## config.mk

```make
export PLATFORM = sky130hd
export DESIGN_NAME = mem_dbus_ctrl
export DESIGN_NICKNAME = d
export VERILOG_FILES = /design/src/rtl/mem_dbus_ctrl.sv
export SDC_FILE = /design/constraint.sdc
export NUM_CORES = 1
export LEC_CHECK = 0
export BUFFER_PORTS_ARGS = -buffer_cell sky130_fd_sc_hd__buf_2
export CAP_MARGIN = 5
export CELL_PAD_IN_SITES_DETAIL_PLACEMENT = 1
export CELL_PAD_IN_SITES_GLOBAL_PLACEMENT = 1
export CORE_UTILIZATION = 38
export DETAILED_ROUTE_END_ITERATION = 10
export GPL_TIMING_DRIVEN = 1
export PLACE_DENSITY_LB_ADDON = 0.1
export SLEW_MARGIN = 15
export SYNTH_ARGS = -nofsm -noshare
export SYNTH_HDL_FRONTEND = slang
export SYNTH_SLANG_ARGS = --single-unit
```

## constraint.sdc

```tcl
create_clock -name cpu_clk_50M -period 2.5 [get_ports cpu_clk_50M]
set_clock_uncertainty 0.2 [all_clocks]
set_input_delay 0.125 -clock cpu_clk_50M [delete_from_list [all_inputs] [get_ports cpu_clk_50M]]
set_output_delay 0.125 -clock cpu_clk_50M [all_outputs]
set_load 0.05 [all_outputs]
```

## src/rtl/mem_dbus_ctrl.sv

```systemverilog
// MiniMIPS32 MEM-stage data-bus controller. Issues one SRAM-like bridge transaction per
// load/store, stalls IF..MEM until the response returns, and aligns/extends load data.

package mem_dbus_pkg;
    localparam int ALUOP_W = 8;
    localparam int EXC_W   = 5;

    typedef logic [ALUOP_W-1:0] aluop_t;
    typedef logic [EXC_W-1:0]   exccode_t;

    localparam aluop_t MINIMIPS32_LB  = 8'h90;
    localparam aluop_t MINIMIPS32_LBU = 8'h91;
    localparam aluop_t MINIMIPS32_LH  = 8'h92;
    localparam aluop_t MINIMIPS32_LHU = 8'h93;
    localparam aluop_t MINIMIPS32_LW  = 8'h94;
    localparam aluop_t MINIMIPS32_SB  = 8'h98;
    localparam aluop_t MINIMIPS32_SH  = 8'h99;
    localparam aluop_t MINIMIPS32_SW  = 8'h9A;

    localparam exccode_t EXC_NONE = 5'h10;

    typedef enum logic [2:0] {S_IDLE, S_REQ, S_WAIT, S_DRAIN, S_DONE} state_t;
endpackage

module mem_dbus_ctrl
    import mem_dbus_pkg::*;
(
    input  logic             cpu_clk_50M,
    input  logic             cpu_rst_n,
    input  logic [ALUOP_W-1:0] mem_aluop,
    input  logic [31:0]      mem_wd,
    input  logic [31:0]      mem_din,
    input  logic [EXC_W-1:0] mem_exccode,
    input  logic             flush,
    output logic             data_req,
    output logic             data_wr,
    output logic [1:0]       data_size,
    output logic [31:0]      data_addr,
    output logic [31:0]      data_wdata,
    input  logic             data_addr_ok,
    input  logic             data_data_ok,
    input  logic [31:0]      data_rdata,
    output logic             stallreq_mem,
    output logic [31:0]      dm_rdata,
    output logic             dm_valid
);

    state_t      state, state_nxt;
    aluop_t      op_q;
    logic        is_ldst, is_store, access, stall_c;
    logic [1:0]  size_dec;
    logic [31:0] wdata_dec;

    // NOTE: every always_comb output gets a default first so no path leaves it unassigned (no latch).
    always_comb begin
        is_ldst   = 1'b0;
        is_store  = 1'b0;
        size_dec  = 2'd2;
        wdata_dec = mem_din;
        case (mem_aluop)
            MINIMIPS32_LB, MINIMIPS32_LBU: begin is_ldst = 1'b1; size_dec = 2'd0; end
            MINIMIPS32_LH, MINIMIPS32_LHU: begin is_ldst = 1'b1; size_dec = 2'd1; end
            MINIMIPS32_LW: is_ldst = 1'b1;
            MINIMIPS32_SB: begin
                is_ldst = 1'b1; is_store = 1'b1; size_dec = 2'd0;
                wdata_dec = {4{mem_din[7:0]}};
            end
            MINIMIPS32_SH: begin
                is_ldst = 1'b1; is_store = 1'b1; size_dec = 2'd1;
                wdata_dec = {2{mem_din[15:0]}};
            end
            MINIMIPS32_SW: begin is_ldst = 1'b1; is_store = 1'b1; end
            default: ;
        endcase
    end

    assign access = is_ldst && (mem_exccode == EXC_NONE) && !flush;

    function automatic logic [31:0] align_load(input aluop_t op, input logic [1:0] a,
                                               input logic [31:0] rd);
        logic [7:0]  b;
        logic [15:0] h;
        case (a)
            2'd0:    b = rd[7:0];
            2'd1:    b = rd[15:8];
            2'd2:    b = rd[23:16];
            default: b = rd[31:24];
        endcase
        h = a[1] ? rd[31:16] : rd[15:0];
        case (op)
            MINIMIPS32_LB:  align_load = {{24{b[7]}}, b};
            MINIMIPS32_LBU: align_load = {24'b0, b};
            MINIMIPS32_LH:  align_load = {{16{h[15]}}, h};
            MINIMIPS32_LHU: align_load = {16'b0, h};
            MINIMIPS32_LW:  align_load = rd;
            default:        align_load = 32'b0;
        endcase
    endfunction

    // NOTE: sequential state uses non-blocking assignments so all flops update together.
    always_ff @(posedge cpu_clk_50M or negedge cpu_rst_n) begin
        if (!cpu_rst_n) state <= S_IDLE;
        else            state <= state_nxt;
    end

    always_comb begin
        state_nxt = state;
        stall_c   = 1'b0;
        dm_valid  = 1'b0;
        case (state)
            S_IDLE: begin
                stall_c = access;
                if (access) state_nxt = S_REQ;
            end
            S_REQ: begin
                stall_c = 1'b1;
                // An accepted request in a flush cycle belongs to a killed instruction: drain it.
                if (data_addr_ok) begin
                    if (flush) state_nxt = data_data_ok ? S_IDLE : S_DRAIN;
                    else       state_nxt = data_data_ok ? S_DONE : S_WAIT;
                end else if (flush) begin
                    state_nxt = S_IDLE;
                end
            end
            S_WAIT: begin
                stall_c = 1'b1;
                if (data_data_ok) state_nxt = flush ? S_IDLE : S_DONE;
                else if (flush)   state_nxt = S_DRAIN;
            end
            S_DRAIN: begin
                stall_c = access;
                if (data_data_ok) state_nxt = S_IDLE;
            end
            S_DONE: begin
                dm_valid  = !flush;
                state_nxt = S_IDLE;
            end
            default: state_nxt = S_IDLE;
        endcase
    end

    // The stall is combinational on the MEM instruction, so force it low while reset is held.
    assign stallreq_mem = cpu_rst_n & stall_c;

    // NOTE: only the control/bus flops are reset; there is no memory array in this block.
    always_ff @(posedge cpu_clk_50M or negedge cpu_rst_n) begin
        if (!cpu_rst_n) begin
            data_req   <= 1'b0;
            data_wr    <= 1'b0;
            data_size  <= 2'd0;
            data_addr  <= 32'b0;
            data_wdata <= 32'b0;
            dm_rdata   <= 32'b0;
            op_q       <= '0;
        end else begin
            if (state == S_IDLE && access) begin
                data_req   <= 1'b1;
                data_wr    <= is_store;
                data_size  <= size_dec;
                data_addr  <= mem_wd;
                data_wdata <= wdata_dec;
                op_q       <= mem_aluop;
            end else if (state == S_REQ && (data_addr_ok || flush)) begin
                data_req <= 1'b0;
            end

            if (state_nxt == S_DONE)  dm_rdata <= align_load(op_q, data_addr[1:0], data_rdata);
            else if (state == S_DONE) dm_rdata <= 32'b0;
        end
    end

endmodule
```

## Word-level counts from Yosys, hierarchy flattened

Cells that the tools add are included.

| storage, ports and cells | value |
|---|---|
| flip-flop bits (word level) | 111 |
| input port bits | 114 |
| word-level logic and storage cells | 70 |

| operators by class | value |
|---|---|
| equality and inequality tests | 21 |
| multiplexer cells | 24 |
| bitwise logic cells | 1 |
| reduce and logical (&&, ||, !) cells | 16 |

Operators with widths:

| operator | number |
|---|---|
| one-hot mux 32 bit (5 select lines) | 1 |
| equality test 8 bit, second input constant | 13 |
| 2-to-1 mux 32 bit | 2 |
| one-hot mux 32 bit (2 select lines) | 1 |
| 2-to-1 mux 3 bit | 9 |
| one-hot mux 8 bit (3 select lines) | 1 |
| 2-to-1 mux 16 bit | 1 |
| one-hot mux 3 bit (4 select lines) | 1 |
| OR reduction 3 bit | 3 |
| OR reduction 8 bit | 1 |
| equality test 3 x 2 -> 1 bit, second input constant | 2 |
| equality test 3 bit, second input constant | 2 |
| equality test 5 bit, second input constant | 1 |
| 2-to-1 mux 1 bit | 5 |
| logical AND 1 bit | 4 |
| one-hot mux 2 bit (2 select lines) | 1 |
| nonzero test 2 bit | 2 |
| OR reduction 2 bit | 2 |
| equality test 3 x 1 -> 1 bit, second input constant | 1 |
| logical NOT 3 bit | 1 |
| equality test 2 x 1 -> 1 bit, second input constant | 1 |
| equality test 2 bit, second input constant | 1 |
| logical NOT 2 bit | 1 |
| 2-to-1 mux 2 bit | 1 |
| other kinds (4) | 4 |

## Logic depth before layout (Yosys ltp)

| logic depth | value |
|---|---|
| word-level depth | 9 |
| mapped depth | 7 |
| mapped depth without buffers | 5 |

## Least setup slack after synthesis

OpenSTA, ideal clock, no wires.

| timing | value |
|---|---|
| path type | reg2reg |
| start point | register data_addr[1] |
| end point | register dm_rdata[21] |
| arrival | 2.186 ns |
| data required time | 2.154 ns |
| slack | -0.031 ns |
| stages on the path, launching flop included | 6 |
| path buffers | 2 |
| clock period less this slack | 2.531 ns |
| path through | dfrtp_1 -> buf_2 -> mux4_2 -> o21ai_1 -> clkbuf_1 -> o221ai_1 |

| on the way | value |
|---|---|
| cells in the longest elaborated chain, start to end | 4 |

Ends and longest elaborated chain:

| item | RTL line | RTL |
|---|---|---|
| from (decl) | 38 | `output logic [31:0] data_addr,` |
| from (signal assigned) | 160 | `data_addr <= mem_wd;` |
| equality test 2 bit (tied with other cells) | 83 | `case (a)` |
| one-hot mux 8 bit (3 select lines) | 83 |  |
| one-hot mux 32 bit (5 select lines) * | 90 | `case (op)` |
| 2-to-1 mux 32 bit * | 167 | `if (state_nxt == S_DONE) dm_rdata <= align_load(op_q, data_addr[1:0], data_rdata);` |
| to (signal assigned) | 167 |  |
| to (decl) | 44 | `output logic [31:0] dm_rdata,` |

Mark *: on every way between the ends. The rest lies on a longest branch, timed or not.
A chain may end at the register's enable or synchronous reset.

## Final worst setup path

| timing | value |
|---|---|
| start point | input mem_aluop[3] |
| end point | register data_wdata[17] |

| on the way | value |
|---|---|
| cells in the longest elaborated chain, start to end | 6 |

Ends and longest elaborated chain:

| item | RTL line | RTL |
|---|---|---|
| from (decl) | 30 | `input logic [ALUOP_W-1:0] mem_aluop,` |
| equality test 8 bit | 60 | `case (mem_aluop)` |
| OR reduction 8 bit (no line) | n/a |  |
| 2-to-1 mux 1 bit | 60 |  |
| logical AND 1 bit (2 in series) | 77 | `assign access = is_ldst && (mem_exccode == EXC_NONE) && !flush;` |
| logical AND 1 bit | 156 | `if (state == S_IDLE && access) begin` |
| to (signal assigned) | 161 | `data_wdata <= wdata_dec;` |
| to (decl) | 39 | `output logic [31:0] data_wdata,` |

Several ways; a longest one is shown, not always the timed one.

==> impl_metrics.yaml <==
run_status:
  outcome: "finished clean"
routing:
  drt_wl_total_mm: 17.8
  via_per_inst: 5.26
  dr.pass1.iters: 6
  drcViolationCount: 0
  detail-route-antenna-nets: 0
  avgRoutedWirePerCell_um: 19.4
  first_iter_violations: 217
  vias: 4841
placement:
  hpwl_mm: 11.9
  routabilityCongestion: 0.878
  post_dp_cell_area_um2: 6720
  portBuffers: 215
logic_synthesis:
  synth-compound-area-share: 0.105
  synth_ff_type: "dfrtp_1"
  synth.yosys.seq_area_share: 0.515
  async_reset_ff_frac: 1.00
  synth_fp_nets: 538
  avgSynthCellArea_um2: 12.7
  muxShareOfSynthArea: 0.263
  yosys-top-cells-count: "dfrtp_1, mux2_2, inv_1"
  synth_adder_area_share: 0
  synthSimpleGateAreaFrac: 0.0706
  yosys.area.top_type: "dfrtp_1"
  synth_most_common_cell: "dfrtp_1"
  synth_top_area_frac: 0.515
  synth_edf_count: 0
  ys_types: 45
  yosys_warnings: 0
  synth_area_leaders: "dfrtp_1, mux2_2, mux2_1"
  synth.cell_area_um2: 5390
  synth_top_family_by_area: "multiplexers"
  synth_xor_area_frac: 0
  ys_ff_latch: 111
  syn_inst: 424
worst_setup_path:
  cp_max_fo: 22
  cp-start-kind: "primary input"
  critical_path_arrival_ns: 2.35
  critPathCaptureType: "flip-flop"
  required_ns: 2.53
  path_class: "in2reg"
flow_run:
  max_cap_viol_count: 0
power_and_ir_drop:
  switching_share: 0.246
  seq_power_share: 0.505
  switchingPower_uw: 889
  p_per_area_nw_per_um2: 455
  combPwrFrac: 0.131
  clkPwrFrac: 0.365
  p_total_uw: 3610
  p_int_uw: 2720
  ir_worst_vdd_mv: 0.224
  p_leak_uw: 0.00415
clock_network:
  clk_latency_ns: 0.35
  cts_made_buffers: 9
  cts_setup_buffers: 0
  cts_tree: "yes"
  cts.clk_slew.worst_paths_ns: 0.07
  h-tree-depth: 3
  ctsRootBufferMaster: "clkbuf_16"
  clk_path_buf_depth: 2
  cts.sinks: 111
floorplan:
  dieHeight_um: 121
  initial_core_util: 0.388
  rows: 43
  core-area_um2: 13900
  die-area_um2: 14700
  pin_count: 216
  dieWidth_um: 121
global_route:
  grt_start_max_net_pins: 57
  grt_pass1_wl_mm: 28.1
  grt_overflow: 0
  grt_antenna_before_repair: 2
  grt.total_usage: 0.251
  grt_pass1_vias: 5326
timing:
  worstMarginPinSlew_ns: 0.597
  setup_viol: 0
  hold_viol_final: 0
  rsz0062_at_grt: "false"
  fin_crit_ns: 2.32
  finalCritPeriodShare: 0.928
  fmax_ghz: 0.431
  report.final.slew_viol_count: 0
  slew_headroom: 0.602
final_layout:
  drive_above_1_share: 0.459
  stdcell_area_um2: 7930
  fin_util: 0.572
  area_delta_synth_final_pct: 47.2
  nets: 850
hold_path:
  min_path_type: "in2reg"
-- path summary, 6_finish.rpt --
kind	startpoint	slack (ns)	cells after the start	end
max in group asynchronous	cpu_rst_n	1.28	3	dm_rdata[5]
min in group asynchronous	cpu_rst_n	0.05	2	dm_rdata[6]
hold reg to reg	op_q[4]	0.27	1	op_q[4]
setup / recovery	mem_aluop[3]	0.18	7	data_wdata[17]
setup reg to reg	data_addr[0]	0.42	4	dm_rdata[28]
hold / removal	data_rdata[13]	0.01	4	dm_rdata[13]
-- flip-flops by register name, indices dropped and copies added, names as in the netlist --
name / flops
data_addr: 32
data_wr: 1
data_req: 1
state: 3
op_q: 8
dm_rdata: 32
data_size: 2
data_wdata: 32
-- critical path, stage by stage --
cell           delay, ns
dlygate4sd3_1       0.55
buf_2               0.17
a21oi_1             0.17
o2111ai_1           0.20
nor4b_4             0.39
buf_4               0.35
mux2_2              0.38
-- stage by stage --
step	setup WS [ns]	std cells	hold slack (ns)	TNS (ns)
2_1_floorplan	0.109	424	-0.371	0
3_3_place_gp	-0.00329	810	-0.113	-0.0521
3_5_place_dp	-0.0345	810	-0.114	-1.07
4_1_cts	0.182	920	0.00265	0
5_1_grt	0.0894	921	0.0276	0
6_report	0.181	921	0.0100	0
-- routing by layer --
layer	up-vias	routed length (um)	share of wire	global-route usage
li1	2201	-	-	-
met5	-	13	0.00073	0
met3	40	1140	0.064	0.0606
met2	173	9260	0.52	0.440
met1	2425	6800	0.38	0.287
met4	2	616	0.035	0.119
-- cell type report --
class / instances / area, um2
clock buffers: 11 / 233
inverters: 31 / 116
flip-flops and latches: 111 / 2780
fillers: 1499 / 5950
repair buffers: 327 / 2180
clock inverters: 4 / 23.8
diodes: 1 / 2.50
well taps: 180 / 225
multi-input cells: 256 / 2370
-- cells by family (layout without fill, tap and decap cells) --
family,Yosys count,count (layout)
buf+inv,57,373
simple gates,64,64
mux,119,119
compound gates,73,73
other cells,0,1
flops,111,111
-- power groups by stage --
stage	sequential [uW]	combinational (uW)	clock, uW
finish	1820	472	1320
CTS	1820	470	1360
detailed placement	1860	351	0
global route	1820	509	1410
floorplan	1910	96.3	0
global placement	1860	343	0
-- what timing repair did --
action | in CTS | in global routing
resized for setup | 0 | 0
hold buffers | 95 | 0
endpoints found under the hold margin | 179 | 0
-- placed cells by master (no fill, tap or decap), types with 2 or more instances in the layout --
cell / n
buf_2: 214
dfrtp_1: 110
dlygate4sd3_1: 95
mux2_2: 79
inv_1: 29
nand3_1: 26
o221ai_1: 23
mux2_1: 22
o2bb2ai_1: 18
buf_4: 16
a21oi_1: 12
mux2i_1: 10
clkbuf_16: 9
nor2_1: 8
mux4_2: 8
a22oi_1: 7
nand2_1: 5
nor2b_1: 4
o21ai_0: 3
nand2b_1: 3
clkinv_2: 3
a21o_1: 2
and3b_1: 2
o211ai_1: 2
nor3b_1: 2
nand3b_1: 2
or2_2: 2
clkbuf_1: 2
buf_12: 2
(Power assumes the default switching activity.)
